<file path="config.mk">
export PLATFORM = sky130hd
export DESIGN_NAME = encoder_4_2_flat
export DESIGN_NICKNAME = d
export VERILOG_FILES = /design/src/rtl/tech_pkg.sv /design/src/rtl/encoder_4_2_if.sv /design/src/rtl/onehot_enc_core.sv /design/src/rtl/encoder_4_2.sv /design/src/flat_wrapper.sv
export SDC_FILE = /design/constraint.sdc
export NUM_CORES = 1
export LEC_CHECK = 0
export ABC_CLOCK_PERIOD_IN_PS = 4180
export CAP_MARGIN = 10
export CORE_UTILIZATION = 48
export CTS_CLUSTER_DIAMETER = 40
export DETAILED_ROUTE_END_ITERATION = 10
export PLACE_DENSITY = 0.84
export SLEW_MARGIN = 20
export SYNTH_ARGS = -nofsm -noshare
export SYNTH_HDL_FRONTEND = slang
export SYNTH_SLANG_ARGS = --single-unit
</file>
<file path="constraint.sdc">
create_clock -name i_clk -period 4.18 [get_ports i_clk]
set_input_delay 1.254 -clock i_clk [delete_from_list [all_inputs] [get_ports i_clk]]
set_output_delay 1.254 -clock i_clk [all_outputs]
set_load 0.005 [all_outputs]
</file>
<file path="src/rtl/tech_pkg.sv">
// Shared constants, width helper and state encoding for the one-hot encoder.
package tech_pkg;

    localparam int unsigned ENC_N = 4;

    // Index width for an n-bit one-hot word; never narrower than one bit.
    function automatic int unsigned idx_width(input int unsigned n);
        return (n < 2) ? 1 : $clog2(n);
    endfunction

    typedef enum logic [0:0] {
        EMPTY = 1'b0,
        FULL  = 1'b1
    } enc_state_t;

endpackage

</file>
<file path="src/rtl/encoder_4_2_if.sv">
// Upstream/downstream handshake bundle for encoder_4_2.
interface encoder_4_2_if
    import tech_pkg::*;
#(
    parameter int unsigned N  = ENC_N,
    parameter int unsigned CW = 8
);
    localparam int unsigned W = idx_width(N);

    logic [N-1:0]  i_one_hot;
    logic          i_valid;
    logic          o_ready;
    logic [W-1:0]  o_binary;
    logic          o_error;
    logic          o_valid;
    logic          i_ready;
    logic          i_clear_count;
    logic [CW-1:0] o_err_count;

    modport master (
        output i_one_hot, i_valid, i_ready, i_clear_count,
        input  o_ready, o_binary, o_error, o_valid, o_err_count
    );

    modport slave (
        input  i_one_hot, i_valid, i_ready, i_clear_count,
        output o_ready, o_binary, o_error, o_valid, o_err_count
    );

endinterface

</file>
<file path="src/rtl/onehot_enc_core.sv">
// Combinational one-hot to index encoder with exactly-one-hot detection.
module onehot_enc_core
    import tech_pkg::*;
#(
    parameter int unsigned N = ENC_N,
    localparam int unsigned W  = idx_width(N),
    localparam int unsigned PW = $clog2(N + 1)
) (
    input  logic [N-1:0] i_one_hot,
    output logic [W-1:0] o_index,
    output logic         o_valid_onehot
);

    logic [PW-1:0] w_popcount;

    // Index is the OR of set-bit positions; only meaningful when exactly one bit is set.
    always_comb begin
        w_popcount = '0;
        o_index    = '0;
        for (int unsigned k = 0; k < N; k++) begin
            w_popcount = w_popcount + PW'(i_one_hot[k]);
            if (i_one_hot[k]) begin
                o_index = o_index | W'(k);
            end
        end
        o_valid_onehot = (w_popcount == PW'(1));
    end

endmodule

</file>
<file path="src/rtl/encoder_4_2.sv">
// Registered one-hot to binary encoder with valid/ready handshake and a
// saturating count of malformed words.
module encoder_4_2
    import tech_pkg::*;
#(
    parameter int unsigned N  = ENC_N,
    parameter int unsigned CW = 8
) (
    input  logic              i_clk,
    input  logic              i_reset,
    encoder_4_2_if.slave      enc
);

    localparam int unsigned W = idx_width(N);

    enc_state_t    r_state;
    logic [W-1:0]  r_binary;
    logic          r_error;
    logic [CW-1:0] r_err_count;

    logic [W-1:0]  w_index;
    logic          w_onehot_ok;
    logic          w_ready;
    logic          w_accept;
    logic          w_bad_accept;

    onehot_enc_core #(.N(N)) u_core (
        .i_one_hot      (enc.i_one_hot),
        .o_index        (w_index),
        .o_valid_onehot (w_onehot_ok)
    );

    assign w_ready      = (r_state == EMPTY) || enc.i_ready;
    assign w_accept     = enc.i_valid && w_ready;
    assign w_bad_accept = w_accept && !w_onehot_ok;

    // Output register and EMPTY/FULL control.
    always_ff @(posedge i_clk or posedge i_reset) begin
        if (i_reset) begin
            r_state  <= EMPTY;
            r_binary <= '0;
            r_error  <= 1'b0;
        end else begin
            if (w_accept) begin
                r_binary <= w_onehot_ok ? w_index : '0;
                r_error  <= !w_onehot_ok;
            end
            case (r_state)
                EMPTY: if (w_accept) r_state <= FULL;
                FULL:  if (enc.i_ready && !w_accept) r_state <= EMPTY;
                default: r_state <= EMPTY;
            endcase
        end
    end

    // Clear wins over the old count but never swallows a same-cycle error.
    always_ff @(posedge i_clk or posedge i_reset) begin
        if (i_reset) begin
            r_err_count <= '0;
        end else if (enc.i_clear_count) begin
            r_err_count <= w_bad_accept ? CW'(1) : '0;
        end else if (w_bad_accept && (r_err_count != '1)) begin
            r_err_count <= r_err_count + CW'(1);
        end
    end

    assign enc.o_ready     = w_ready;
    assign enc.o_valid     = (r_state == FULL);
    assign enc.o_binary    = r_binary;
    assign enc.o_error     = r_error;
    assign enc.o_err_count = r_err_count;

endmodule

</file>
<file path="src/flat_wrapper.sv">
// flat-port wrapper written by rule: the top's interface ports become plain ports
module encoder_4_2_flat import tech_pkg::*;
#(
    parameter int unsigned N  = ENC_N,
    parameter int unsigned CW = 8
)
  (i_clk, i_reset, enc_i_one_hot, enc_i_valid, enc_i_ready, enc_i_clear_count, enc_o_ready, enc_o_binary, enc_o_error, enc_o_valid, enc_o_err_count);
  encoder_4_2_if #(.N(N), .CW(CW)) enc_i ();
  input  logic i_clk;
  input  logic i_reset;
  input wire logic [$bits(enc_i.i_one_hot)-1:0] enc_i_one_hot;
  input wire logic [$bits(enc_i.i_valid)-1:0] enc_i_valid;
  input wire logic [$bits(enc_i.i_ready)-1:0] enc_i_ready;
  input wire logic [$bits(enc_i.i_clear_count)-1:0] enc_i_clear_count;
  output wire logic [$bits(enc_i.o_ready)-1:0] enc_o_ready;
  output wire logic [$bits(enc_i.o_binary)-1:0] enc_o_binary;
  output wire logic [$bits(enc_i.o_error)-1:0] enc_o_error;
  output wire logic [$bits(enc_i.o_valid)-1:0] enc_o_valid;
  output wire logic [$bits(enc_i.o_err_count)-1:0] enc_o_err_count;
  assign enc_i.i_one_hot = enc_i_one_hot;
  assign enc_i.i_valid = enc_i_valid;
  assign enc_i.i_ready = enc_i_ready;
  assign enc_i.i_clear_count = enc_i_clear_count;
  assign enc_o_ready = enc_i.o_ready;
  assign enc_o_binary = enc_i.o_binary;
  assign enc_o_error = enc_i.o_error;
  assign enc_o_valid = enc_i.o_valid;
  assign enc_o_err_count = enc_i.o_err_count;
  encoder_4_2 #(.N(N), .CW(CW)) u_core (.i_clk(i_clk), .i_reset(i_reset), .enc(enc_i));
endmodule
</file>
* Word-level counts from Yosys, hierarchy flattened
Cells that the tools add are included.
** Operators by class
- Add/subtract/negate cells :: 4
- Eq/ne operators :: 2
- Muxes and demuxes :: 10
- Bitwise logic cells :: 1
- Reduce and logical (&&, ||, !) cells :: 8
** Operators with widths (number)
- two-way mux 8 bit :: 2
- adder 8 x 1 -> 8 bit, second input constant :: 1
- != test 8 bit, second input constant :: 1
- two-way mux 2 bit :: 3
- logical AND 1 bit :: 4
- two-way mux 1 bit :: 4
- adder 2 x 1 -> 3 bit :: 1
- adder 3 x 1 -> 3 bit :: 1
- equality test 3 x 1 -> 1 bit, second input constant :: 1
- adder 1 x 1 -> 2 bit :: 1
- zero test 1 bit :: 2
- case mux 1 bit (2 select lines) :: 1
- nonzero test 2 bit :: 1
- logical OR 1 bit :: 1
- NOT 1 bit :: 1
** Storage, ports and cells
- Flip-flop bits (word level) :: 12
- Input bits :: 9

* Logic depth before layout (Yosys ltp)
- Depth after elaboration :: 9
- Depth in mapped cells :: 10
- Depth with buffers taken out :: 9

* Modules after synthesis
From an unflattened synthesis, not the netlist that was laid out.
** Second synthesis, totals
- Cells, all modules :: 75
- Area, all modules :: 718.2 µm²
** Modules (own cells, without submodules)
- encoder_4_2 :: instances 1, cells an instance 64, area each 634.4 µm²
- onehot_enc_core :: instances 1, cells an instance 11, area each 83.8 µm²

* Worst setup path before layout
Ideal clock, no wire load.
- Path kind :: input port to flip-flop
- Start :: input enc_i_one_hot[0]
- End :: register u_core.r_err_count[5], in the netlist u_core.enc.o_err_count[5]
- Setup time :: 0.128 ns
- Data arrival time :: 3.149 ns
- Required time :: 4.052 ns
- Slack :: 0.903 ns
- Stages on the path :: 9
- Path through :: inv_1 fa_1 inv_1 ha_1 ha_1 nor3b_4 nand3b_4 nor4_1 mux2_1
** Between the ends
- Longest elaborated chain between the ends :: 8
** Ends and longest elaborated chain
- start: declaration :: line flat_wrapper.sv:11 : input wire logic [$bits(enc_i.i_one_hot)-1:0] enc_i_one_hot;
- adder 1 x 1 -> 2 bit :: line onehot_enc_core.sv:21 : w_popcount = w_popcount + PW'(i_one_hot[k]);
- adder 2 x 1 -> 3 bit :: line onehot_enc_core.sv:21
- adder 3 x 1 -> 3 bit :: line onehot_enc_core.sv:21
- equality test 3 x 1 -> 1 bit :: line onehot_enc_core.sv:26 : o_valid_onehot = (w_popcount == PW'(1));
- zero test 1 bit :: line encoder_4_2.sv:35 : assign w_bad_accept = w_accept && !w_onehot_ok;
- logical AND 1 bit :: line encoder_4_2.sv:35
- logical AND 1 bit :: line encoder_4_2.sv:62 : end else if (w_bad_accept && (r_err_count != '1)) begin
- nonzero test 2 bit (no line)
- end signal: assignment :: line encoder_4_2.sv:61 : r_err_count <= w_bad_accept ? CW'(1) : '0;
- end signal: assignment :: line encoder_4_2.sv:63 : r_err_count <= r_err_count + CW'(1);
- end: declaration :: line encoder_4_2.sv:19 : logic [CW-1:0] r_err_count;
No other way between the ends.
A chain may end at the register's enable or synchronous reset.

* Worst setup path after layout
Same ends and word-level chain as after synthesis.

==> impl_metrics.ini <==
[status]
outcome = finished clean

[detailed_routing]
dr_total_vias = 631
post-route-drc-count = 0
route.antenna.remaining_nets = 0
dr.first_iter.drc_count = 9
detail_route.first_pass.iterations = 4
total_length_of_routed_wires_um = 1440
route.detailed.wl_per_inst_um = 12.7
detail_route.vias_per_cell = 5.58

[critical_path]
worstPathBufferInverterCount = 3
critical_path_peak_fanout = 14
slowest_delay_ps = 530
criticalPathCategory = input port to register
worst_ep_arrival_time_ps = 3810
setup.worst_path.end_class = register
crit_path_cell_trace = clkdlybuf4s50_1, inv_1, fa_1, inv_1, ha_1, ha_1, nor3b_4, nand3b_4, nor4_1, mux2_1
crit_path_start_kind = input port
critical-path-slowest-cell = fa_1
top_delay_family_on_crit_path = adder cells
critPathRequiredTime_ps = 4340

[floorplan]
placementRows = 13
floorplan.io_pins = 22
fp.dieH_um = 40.5
initial_utilization_pct = 53.4
die-area_mm2 = 0.00164
core-area_mm2 = 0.00133
floorplan.die.width_um = 40.5

[sta]
timing.max_slew.rel_slack_pct = 58.2
timing.fmax_mhz = 274
grt_setup_unrepaired = no
setup_violations = 0
worst-slew-pin-transition_ps = 624
clock-skew-final_ps = 1.86
final-max-slew-violation-count = 0
final_hold_viol_count = 0
period_minus_slack_ps = 3650
totalNegativeSetupSlack_ps = 0
min_period_over_period_pct = 87.4

[yosys]
postSynthCellCount = 76
post_synth_edffs = 0
netlist_area_um2 = 712
synth_top_flop_cell = dfrtp_1
yosysWarnings = 0
ys_seq_area_share_pct = 42.2
synth_fp_nets = 89
synthArstFlopShare_pct = 100
netlist-cell-type-count = 27
syn-mean-instance-area_um2 = 9.37
synth_seq_cells = 12

[placed_design]
placement.io_buffers = 21
gp_congestion = 0.649
hpwl_um = 1100
dp.cells = 109

[grt]
grt.total_usage_pct = 21.0
grt.overflow.total = 0
grt_first_pass_wirelength_um = 2220
grt_max_degree = 15
grt_antenna_before_repair = 0
vias_in_the_first_global_route = 544

[clock_network]
h_tree_lvl_count = 1
worstSkewPairLatency_ps = 270
cts.hold.buffers_added = 0
clk_sink_count = 12
cts.root.buffer_cell = clkbuf_4
tritoncts = yes
cts.path.max_buffers = 2
cts.repair.resized = 0
cts.clk_slew.worst_paths_ps = 80
setup_fix_bufs_post_cts = 0
cts_made_buffers = 3

[min_path]
min_path_type = register to register

[final_layout]
layoutNonFillerInstCount = 113
antenna_cells_inserted = 0
fraction_of_final_layout_cells_with_drive_strength_greater_than_1_pct = 7.14
area_growth_pct = 35.0
layout_commonest_cell = clkdlybuf4s50_1
final_cell_mix = clkdlybuf4s50_1, dfrtp_1, nand2_1
final_net_count = 112

[power_and_ir_drop]
leakagePower_nw = 0.404
switching_power_w = 0.0000783
clockPowerShare_pct = 31.2
intPower_w = 0.000219
power.switching_fraction_pct = 26.3
seq_power_share_pct = 44.7
power_density_mw_per_mm2 = 310
max-vdd-ir-drop_mv = 0.192
comb_power_share_pct = 24.1

[job]
drv.max_cap_violation_count = 0
## path summary, 6_finish.rpt
path / cells past startpoint / slack (ps) / endpoint / from
worst min register to register: 2 / 490 / u_core.enc.o_error$_DFFE_PP0P_ / u_core.enc.o_error$_DFFE_PP0P_
worst max-delay path: 10 / 530 / u_core.enc.o_err_count[5]$_DFFE_PP0P_ / enc_i_one_hot[0]
worst max register to register: 5 / 2440 / u_core.enc.o_err_count[5]$_DFFE_PP0P_ / u_core.enc.o_err_count[0]$_DFFE_PP0P_
worst min-delay path: 2 / 490 / u_core.enc.o_error$_DFFE_PP0P_ / u_core.enc.o_error$_DFFE_PP0P_
min in group asynchronous: 2 / 1290 / u_core.enc.o_err_count[6]$_DFFE_PP0P_ / i_reset
max in group asynchronous: 2 / 2570 / u_core.enc.o_err_count[3]$_DFFE_PP0P_ / i_reset
## stage by stage
stage / area [um2] / utilization, % / hold slack [ps] / power [W] / setup WS [ps]
after floorplan: 712 / - / 470 / 0.000171 / 903
after global placement: 925 / 69.3 / 469 / 0.000204 / 317
after detailed placement: 925 / 69.3 / 472 / 0.000207 / 251
after CTS: 961 / 72.0 / 490 / 0.000300 / 519
after global routing: 961 / 72.0 / 504 / 0.000313 / 406
final: 961 / 72.0 / 491 / 0.000298 / 526
## final cells by class
cell class / instances / area, um2
fillers: 97 / 373
multi-input cells: 53 / 365
flip-flops and latches: 12 / 300
repair buffers: 21 / 210
clock buffers: 4 / 36.3
inverters: 8 / 30.0
well taps: 15 / 18.8
## registers in the layout (all words and copies together), names as in the netlist
register                count
u_core.enc.o_err_count      8
u_core.enc.o_binary         2
u_core.enc.o_error          1
u_core.enc.o_valid          1
## Yosys cell counts, types with 2 or more instances
master | n | area (um2)
or4_1 | 3 | 22.5
nor4_1 | 2 | 12.5
nor2_1 | 3 | 11.3
a21oi_1 | 6 | 30.0
o31ai_1 | 4 | 30.0
ha_1 | 3 | 37.5
nand2_1 | 9 | 33.8
nor2b_1 | 2 | 12.5
o21ai_0 | 6 | 30.0
nand3_1 | 2 | 10.0
inv_1 | 8 | 30.0
dfrtp_1 | 12 | 300
nand4_1 | 2 | 12.5
## kinds of logic (layout without fill, tap and decap cells)
logic type | after synthesis | after routing | share of synthesized area, %
AO/OA/AOI/OAI | 18 | 18 | 14.9
adder cells (fa/ha/maj) | 4 | 4 | 8.09
buffers and inverters | 11 | 33 | 6.50
flip-flops | 12 | 12 | 42.2
multiplexers | 1 | 1 | 1.58
AND/OR/NAND/NOR | 30 | 30 | 26.7
## power groups by stage
stage          clock network [W]  logic [W]  registers (W)
2_1_floorplan                  0  0.0000361       0.000135
3_3_place_gp                   0  0.0000698       0.000134
3_5_place_dp                   0  0.0000724       0.000135
4_1_cts                0.0000950  0.0000727       0.000133
5_1_grt                0.0000994  0.0000796       0.000134
6_report               0.0000930  0.0000719       0.000133
## routing by layer
metal / track usage, % / vias to the layer above / share of wire, %
li1: - / 318 / -
met1: 26.7 / 289 / 45
met2: 32.9 / 22 / 48
met3: 5.00 / 2 / 5.4
met4: 10.0 / 0 / 1.3
met5: 0 / - / 0
## worst register-to-register path, cell delays in order (launching register included)
cell and delay [ps]:
dfrtp_1 400, ha_1 200, nand3_1 80, nor2_1 490, nor4_1 110, mux2_1 340
(Power assumes the default switching activity.)
